<file path="src/rtl/spi_shift_ctrl.sv">
//------------------------------------------------------------------------------
// spi_shift_ctrl : SPI mode-0 master shift engine driving an external SCK generator
// Revision: 1.0
//------------------------------------------------------------------------------
`timescale 1ns/1ps
`default_nettype none

module spi_shift_ctrl #(
  parameter int DATA_WIDTH   = 8,
  parameter bit MSB_FIRST    = 1'b1,
  parameter int CS_SETUP_CYC = 2,
  parameter int CS_HOLD_CYC  = 2
) (
  input  logic                  clk_i,
  input  logic                  arst_n_i,
  input  logic [DATA_WIDTH-1:0] tx_data_i,
  input  logic                  tx_valid_i,
  output logic                  tx_ready_o,
  output logic [DATA_WIDTH-1:0] rx_data_o,
  output logic                  rx_valid_o,
  output logic                  busy_o,
  output logic                  spi_clk_en_o,
  input  logic                  spi_clk_i,
  output logic                  spi_cs_n_o,
  output logic                  spi_mosi_o,
  input  logic                  spi_miso_i
);

  localparam int BW      = $clog2(DATA_WIDTH + 1);
  localparam int CNT_MAX = (CS_SETUP_CYC > CS_HOLD_CYC) ? CS_SETUP_CYC : CS_HOLD_CYC;
  localparam int CW      = (CNT_MAX > 1) ? $clog2(CNT_MAX) : 1;

  localparam logic [BW-1:0] BITS       = BW'(DATA_WIDTH);
  localparam logic [CW-1:0] SETUP_LAST = CW'(CS_SETUP_CYC - 1);
  localparam logic [CW-1:0] HOLD_LAST  = CW'(CS_HOLD_CYC - 1);

  typedef enum logic [1:0] {
    S_IDLE  = 2'd0,
    S_LEAD  = 2'd1,
    S_XFER  = 2'd2,
    S_TRAIL = 2'd3
  } state_e;

  state_e                state_q,   state_d;
  logic [CW-1:0]         cnt_q,     cnt_d;
  logic [BW-1:0]         bitcnt_q,  bitcnt_d;
  logic                  sck_q,     sck_d;
  logic [DATA_WIDTH-1:0] tx_sr_q,   tx_sr_d;
  logic [DATA_WIDTH-1:0] rx_sr_q,   rx_sr_d;
  logic [DATA_WIDTH-1:0] rx_data_q, rx_data_d;
  logic                  rx_valid_q, rx_valid_d;
  logic                  cs_n_q,    cs_n_d;
  logic                  mosi_q,    mosi_d;
  logic                  clk_en_q,  clk_en_d;

  logic w_rise;
  logic w_fall;

  // sck_q is held low outside XFER, so these only fire on real generator edges
  assign w_rise = spi_clk_i & ~sck_q;
  assign w_fall = ~spi_clk_i & sck_q;

  always_ff @(posedge clk_i or negedge arst_n_i) begin
    if (!arst_n_i) begin
      state_q    <= S_IDLE;
      cnt_q      <= '0;
      bitcnt_q   <= '0;
      sck_q      <= 1'b0;
      tx_sr_q    <= '0;
      rx_sr_q    <= '0;
      rx_data_q  <= '0;
      rx_valid_q <= 1'b0;
      cs_n_q     <= 1'b1;
      mosi_q     <= 1'b0;
      clk_en_q   <= 1'b0;
    end else begin
      state_q    <= state_d;
      cnt_q      <= cnt_d;
      bitcnt_q   <= bitcnt_d;
      sck_q      <= sck_d;
      tx_sr_q    <= tx_sr_d;
      rx_sr_q    <= rx_sr_d;
      rx_data_q  <= rx_data_d;
      rx_valid_q <= rx_valid_d;
      cs_n_q     <= cs_n_d;
      mosi_q     <= mosi_d;
      clk_en_q   <= clk_en_d;
    end
  end

  always_comb begin
    state_d    = state_q;
    cnt_d      = cnt_q;
    bitcnt_d   = bitcnt_q;
    sck_d      = 1'b0;
    tx_sr_d    = tx_sr_q;
    rx_sr_d    = rx_sr_q;
    rx_data_d  = rx_data_q;
    rx_valid_d = 1'b0;
    cs_n_d     = cs_n_q;
    mosi_d     = mosi_q;
    clk_en_d   = clk_en_q;

    case (state_q)
      S_IDLE: begin
        if (tx_valid_i) begin
          tx_sr_d  = tx_data_i;
          rx_sr_d  = '0;
          bitcnt_d = '0;
          cnt_d    = '0;
          cs_n_d   = 1'b0;
          if (MSB_FIRST) begin
            mosi_d = tx_data_i[DATA_WIDTH-1];
          end else begin
            mosi_d = tx_data_i[0];
          end
          state_d = S_LEAD;
        end
      end

      S_LEAD: begin
        if (cnt_q == SETUP_LAST) begin
          cnt_d    = '0;
          clk_en_d = 1'b1;
          state_d  = S_XFER;
        end else begin
          cnt_d = cnt_q + 1'b1;
        end
      end

      S_XFER: begin
        sck_d = spi_clk_i;
        if (w_rise) begin
          if (MSB_FIRST) begin
            rx_sr_d = {rx_sr_q[DATA_WIDTH-2:0], spi_miso_i};
          end else begin
            rx_sr_d = {spi_miso_i, rx_sr_q[DATA_WIDTH-1:1]};
          end
          bitcnt_d = bitcnt_q + 1'b1;
        end else if (w_fall) begin
          if (bitcnt_q < BITS) begin
            if (MSB_FIRST) begin
              tx_sr_d = {tx_sr_q[DATA_WIDTH-2:0], 1'b0};
              mosi_d  = tx_sr_q[DATA_WIDTH-2];
            end else begin
              tx_sr_d = {1'b0, tx_sr_q[DATA_WIDTH-1:1]};
              mosi_d  = tx_sr_q[1];
            end
          end else begin
            // Last falling edge: SCK is parked low, stop the generator
            clk_en_d = 1'b0;
            sck_d    = 1'b0;
            cnt_d    = '0;
            state_d  = S_TRAIL;
          end
        end
      end

      S_TRAIL: begin
        if (cnt_q == HOLD_LAST) begin
          cnt_d      = '0;
          cs_n_d     = 1'b1;
          mosi_d     = 1'b0;
          rx_data_d  = rx_sr_q;
          rx_valid_d = 1'b1;
          state_d    = S_IDLE;
        end else begin
          cnt_d = cnt_q + 1'b1;
        end
      end

      default: begin
        state_d = S_IDLE;
      end
    endcase
  end

  assign tx_ready_o   = (state_q == S_IDLE);
  assign busy_o       = (state_q != S_IDLE);
  assign rx_data_o    = rx_data_q;
  assign rx_valid_o   = rx_valid_q;
  assign spi_clk_en_o = clk_en_q;
  assign spi_cs_n_o   = cs_n_q;
  assign spi_mosi_o   = mosi_q;

endmodule

`default_nettype wire
</file>
<file path="config.mk">
export PLATFORM = sky130hd
export DESIGN_NAME = spi_shift_ctrl
export DESIGN_NICKNAME = d
export VERILOG_FILES = /design/src/rtl/spi_shift_ctrl.sv
export SDC_FILE = /design/constraint.sdc
export NUM_CORES = 1
export LEC_CHECK = 0
export ABC_AREA = 1
export CAP_MARGIN = 20
export CORE_MARGIN = 1.5
export CORE_UTILIZATION = 50
export CTS_CLUSTER_DIAMETER = 50
export CTS_CLUSTER_SIZE = 10
export DETAILED_ROUTE_END_ITERATION = 12
export PLACE_DENSITY = 0.75
export SYNTH_ARGS = -nofsm -noshare
export SYNTH_HDL_FRONTEND = slang
export SYNTH_SLANG_ARGS = --single-unit
</file>
<file path="constraint.sdc">
create_clock -name clk_i -period 1.7 [get_ports clk_i]
set_input_delay 0.17 -clock clk_i [delete_from_list [all_inputs] [get_ports clk_i]]
set_output_delay 0.17 -clock clk_i [all_outputs]
set_load 0.01 [all_outputs]
</file>
== After elaboration in Yosys (flattened, before gate mapping) ==
Cells that the tools add are included.

* Register bits after elaboration: 35
* Input bits: 13
* Output and inout bits: 14
* Word-level logic and storage cells: 83

* $add $sub $neg: 2
* Magnitude comparators: 1
* Equality and inequality tests: 11
* Muxes and demuxes: 39
* Bitwise gates (word level): 4
* Reductions and logical operators: 15

{| class="wikitable"
|+ Operators by type and width
! operator !! count
|-
| $mux 7 || 4
|-
| $mux 1 || 17
|-
| $mux 8 || 2
|-
| $ne 2x2->1 const B || 8
|-
| $pmux 8 s2 || 1
|-
| $pmux 7 s2 || 1
|-
| $mux 2 || 6
|-
| $reduce_and 6->1 || 2
|-
| $reduce_and 5->1 || 2
|-
| $mux 4 || 2
|-
| $pmux 2 s4 || 1
|-
| $pmux 4 s2 || 1
|-
| $reduce_bool 2->1 || 4
|-
| $pmux 1 s3 || 2
|-
| $reduce_and 3->1 || 2
|-
| $add 4x1->4 const B || 1
|-
| $eq 2x2->1 const B || 2
|-
| $lt 4x4->1 const B || 1
|-
| $pmux 1 s2 || 2
|-
| $reduce_and 4->1 || 1
|-
| $reduce_bool 3->1 || 1
|-
| $and 1x1->1 || 2
|-
| $eq 2x1->1 const B || 1
|-
| $logic_not 2->1 || 1
|-
| other kinds (4) || 5
|}

== Logic depth before layout (Yosys ltp) ==
* Depth after elaboration: 5
* Gate-level depth with buffers: 11
* Gate-level depth less buffers: 9

== Least setup slack after synthesis ==
Ideal clock, no wire load.

* Path type: reg-to-reg
* From: register state_q[0]
* To: register bitcnt_q[3]
* Library setup time: 0.127 ns
* Data arrival time: 1.375 ns
* Path slack: 0.198 ns
* Cell stages (with the launch flop): 8
* Path buffers: 1
* Clock period less this slack: 1.502 ns
* Cells stage by stage: dfrtp_1 > inv_1 > ha_1 > nand2_1 > nand2_4 > nor2_8 > buf_6 > o21ai_0

* Word-level cells in the longest chain between the ends: 3
* Elaborated cells between the ends (all ways): 7
* Classes of those cells: eq/ne: 3; mux: 1; reduce/logical: 3

{| class="wikitable"
|+ RTL lines
! element !! line !! source
|-
| start: declaration || 44 || <nowiki>state_e state_q, state_d;</nowiki>
|-
| start signal: assignment || 77 || <nowiki>state_q <= state_d;</nowiki>
|-
| $logic_not 2->1 * || -- ||
|-
| named net tx_ready_o || 18 || <nowiki>output logic tx_ready_o,</nowiki>
|-
| $ne 2x2->1 (no source line) / $reduce_bool 2->1 (equally long branches) || -- ||
|-
| $reduce_and 3->1 (no source line) || -- ||
|-
| end signal: assignment || 79 || <nowiki>bitcnt_q <= bitcnt_d;</nowiki>
|-
| end: declaration || 46 || <nowiki>logic [BW-1:0] bitcnt_q, bitcnt_d;</nowiki>
|}

Mark *: on every way through the listed nets, which the timed path passes. The rest lies on a longest branch.
A chain may end at the register's enable or synchronous reset.

== Final worst setup path ==
* From: register state_q[1]
* To: register tx_sr_q[0]

* Word-level cells in the longest chain between the ends: 3
* Elaborated cells between the ends (all ways): 9
* Classes of those cells: eq/ne: 5; mux: 1; reduce/logical: 3

{| class="wikitable"
|+ RTL lines
! element !! line !! source
|-
| $eq 2x2->1 / $logic_not 2->1 (equally long branches) || 104 || <nowiki>case (state_q)</nowiki>
|-
| $ne 2x2->1 (no source line) / $reduce_bool 2->1 (equally long branches) || -- ||
|-
| $reduce_and 5->1 (no source line) || -- ||
|-
| end signal: assignment || 81 || <nowiki>tx_sr_q <= tx_sr_d;</nowiki>
|-
| end: declaration || 48 || <nowiki>logic [DATA_WIDTH-1:0] tx_sr_q, tx_sr_d;</nowiki>
|}

Parallel ways exist; a longest one is shown, timed or not.

==> results.ini <==
[status]
status=finished clean

[job]
max_cap_violations=0

[cts]
cts_tree=yes
clockBufferDepth=2
clock_tree.root_cell=clkbuf_4
h-tree-depth=2
clk_pin_slew_ns=0.12
numCtsBuffers=5
clock-sinks=35
clk_latency_ns=0.35

[layout]
final_nets=264
area_growth_pct=24.1
drive_gt1_frac=0.127
n_antenna_cell=0
finish.instance_area_sq_mm=0.00219

[route]
antenna_left=0
drt_iter0_markers=66
via_per_inst=4.84
drt-pass1-iter-count=4
routed_wl_um=3390
drc=0
post_drt_wl_per_cell_um=11.7
dr_total_vias=1405

[floorplanning]
core_area_sq_mm=0.00336
rows=21
die_width_um=62.4
die_h_um=62.4
ios=27
design.die.area_sq_mm=0.00389
initial_core_util=0.524

[placement]
gp_congestion=0.827
dpl_cell_area_sq_mm=0.00209
dpl.hpwl_um=2430
portBuffers=26

[setup_path]
arrival_ns=1.82
reg2reg_slack_ns=0.12
critPathMaxFanout=7
path_cells=buf_4 > ha_2 > buf_4 > nand2_2 > inv_1 > nor2_4 > nand2_4 > nand2_1 > nand2_1
worstSetupEndpointType=flip-flop
cpPeakStageDelay_ns=0.41
path_class=flip-flop to flip-flop
required_ns=1.94
crit_path_start_kind=flip-flop
slowest_stage=dfrtp_1

[global_routing]
grt_usage=0.198
grt_max_degree=36
grt_antenna_before_repair=0
first_global_vias=1321
grt_pass1_wl_um=6060
gr-total-overflow=0

[synth]
synthDominantCellAreaShare=0.483
ys_seq_area_frac=0.498
yosysUniqueCellTypes=23
synth_edf_count=0
synth-async-reset-ratio=1.00
synth_top_cell_by_area=dfrtp_1
synth_seq_cells=35
syn_nets=229
syn_inst=208
syn_area_sq_mm=0.00176
synthFlopType=dfrtp_1
ys_warn_count=0
yosys-top-cells-count=nand2_1 (74), dfrtp_1 (34), inv_1 (22), nand3_1 (21), o21ai_0 (19)
avgSynthCellArea_sq_um=8.47
synth_area_leaders=dfrtp_1 (48%), nand2_1 (16%), nand3_1 (6.0%), ha_1 (5.7%), o21ai_0 (5.4%)
post-synth-top-count-cell=nand2_1

[pwr]
p_leak_nw=1.12
pwr-share-comb=0.516
p_sw_frac=0.421
pwr-share-seq=0.329
internal-power_mw=2.24
p_per_area_mw_per_mm2=1770
p_clk_frac=0.154
p_switching_mw=1.63
peakVddDrop_v=0.000852

[worst_hold_path]
hold_path_class=input port to asynchronous set/reset pin

[sta]
period_minus_slack_ns=1.58
fin_tns_setup_ns=0
hold_violations=0
setup_viol_count_final=0
final_max_slew_viol_count=0
fmax_mhz=634
rsz0062_at_grt=no
slew_headroom=0.677
worstMarginPinSlew_ns=0.483
final.period_utilization=0.928
finalClockSkew_ns=0.0117

final timing paths:
| path | startpoint | to | cells after the start |
|---|---|---|---|
| max in group asynchronous | arst_n_i | spi_cs_n_o | 2 |
| max | state_q[1] | tx_sr_q[0] | 9 |
| max reg2reg | state_q[1] | tx_sr_q[0] | 9 |
| min | arst_n_i | rx_data_o[3] | 2 |
| min reg2reg | spi_cs_n_o | spi_cs_n_o | 2 |
| min in group clk_i | tx_data_i[0] | tx_sr_q[0] | 3 |
cells in the final DEF (no fill, tap or decap), drive strengths merged, types with 3 or more instances in the layout:
master,synthesis,final
a21oi,3,3
nand3,22,22
dfrtp,34,34
clkdlybuf4s50,0,24
inv,24,24
o21ai,19,19
nand2,77,77
buf,3,7
nor2,8,8
clkbuf,2,5
ha,8,8
cell type report:
cell class | count | area, sq um
clock buffers | 5 | 37.5
clock inverters | 3 | 43.8
fillers | 316 | 1180
inverters | 24 | 92.6
multi-input cells | 144 | 767
flip-flops and latches | 35 | 877
well taps | 46 | 57.6
repair buffers | 33 | 310
per-stage QoR:
stage          hold WS [ns]  power, mW  std cells  setup slack [ns]  utilization
2_1_floorplan        -0.126       2.66        208             0.198            -
6_report              0.217       3.87        290             0.123        0.650
5_1_grt               0.238       4.24        290           0.00773        0.650
4_1_cts               0.218       3.88        290           0.00397        0.646
3_3_place_gp          0.460       3.22        281            0.0758        0.621
3_5_place_dp          0.461       3.26        281            0.0527        0.621
registers in the layout, summed over array words and instances (netlist names):
signal        flops
bitcnt_q          4
cnt_q             1
rx_data_o         8
rx_sr_q           8
rx_valid_o        1
sck_q             1
spi_clk_en_o      1
spi_cs_n_o        1
spi_mosi_o        1
state_q           2
tx_sr_q           7
logic make-up after synthesis:
| family | share of synthesized area |
|---|---|
| and+or+nand+nor | 0.280 |
| DFF | 0.498 |
| buffers and inverters | 0.0739 |
| AOI/OAI and AO/OA | 0.0817 |
| adders and majority gates | 0.0568 |
| xor gates and xnor gates | 0.00994 |
layer usage:
metal | wire length (um) | vias up | global-route usage | share of wire
li1 | - | 729 | - | -
met5 | 0 | - | 0 | 0
met3 | 190 | 7 | 0.0670 | 0.056
met2 | 1510 | 31 | 0.302 | 0.44
met1 | 1640 | 638 | 0.268 | 0.48
met4 | 53 | 0 | 0.0667 | 0.016
power by group through the flow:
stage          sequential, mW  clock [mW]  combinational [mW]
5_1_grt                  1.31       0.652                2.28
6_report                 1.28       0.597                2.00
2_1_floorplan            1.34           0                1.31
3_5_place_dp             1.30           0                1.96
3_3_place_gp             1.29           0                1.93
4_1_cts                  1.28       0.612                1.98
critical path, delay by kind of cell (launching register included):
kind                       cells  cell delay (ns)
adders and majority gates      1             0.21
buffers and inverters          3             0.38
DFF                            1             0.41
and+or+nand+nor                5             0.46
repair_timing:
item                                    4_1_cts  5_1_grt
pin swaps                                     0        2
endpoints found under the setup margin        2       12
hold buffers                                  0        0
hold endpoints to repair                      0        0
setup buffers                                 1        0
gates resized for setup                       4        4
No activity file was read; power rests on OpenSTA's default activity.
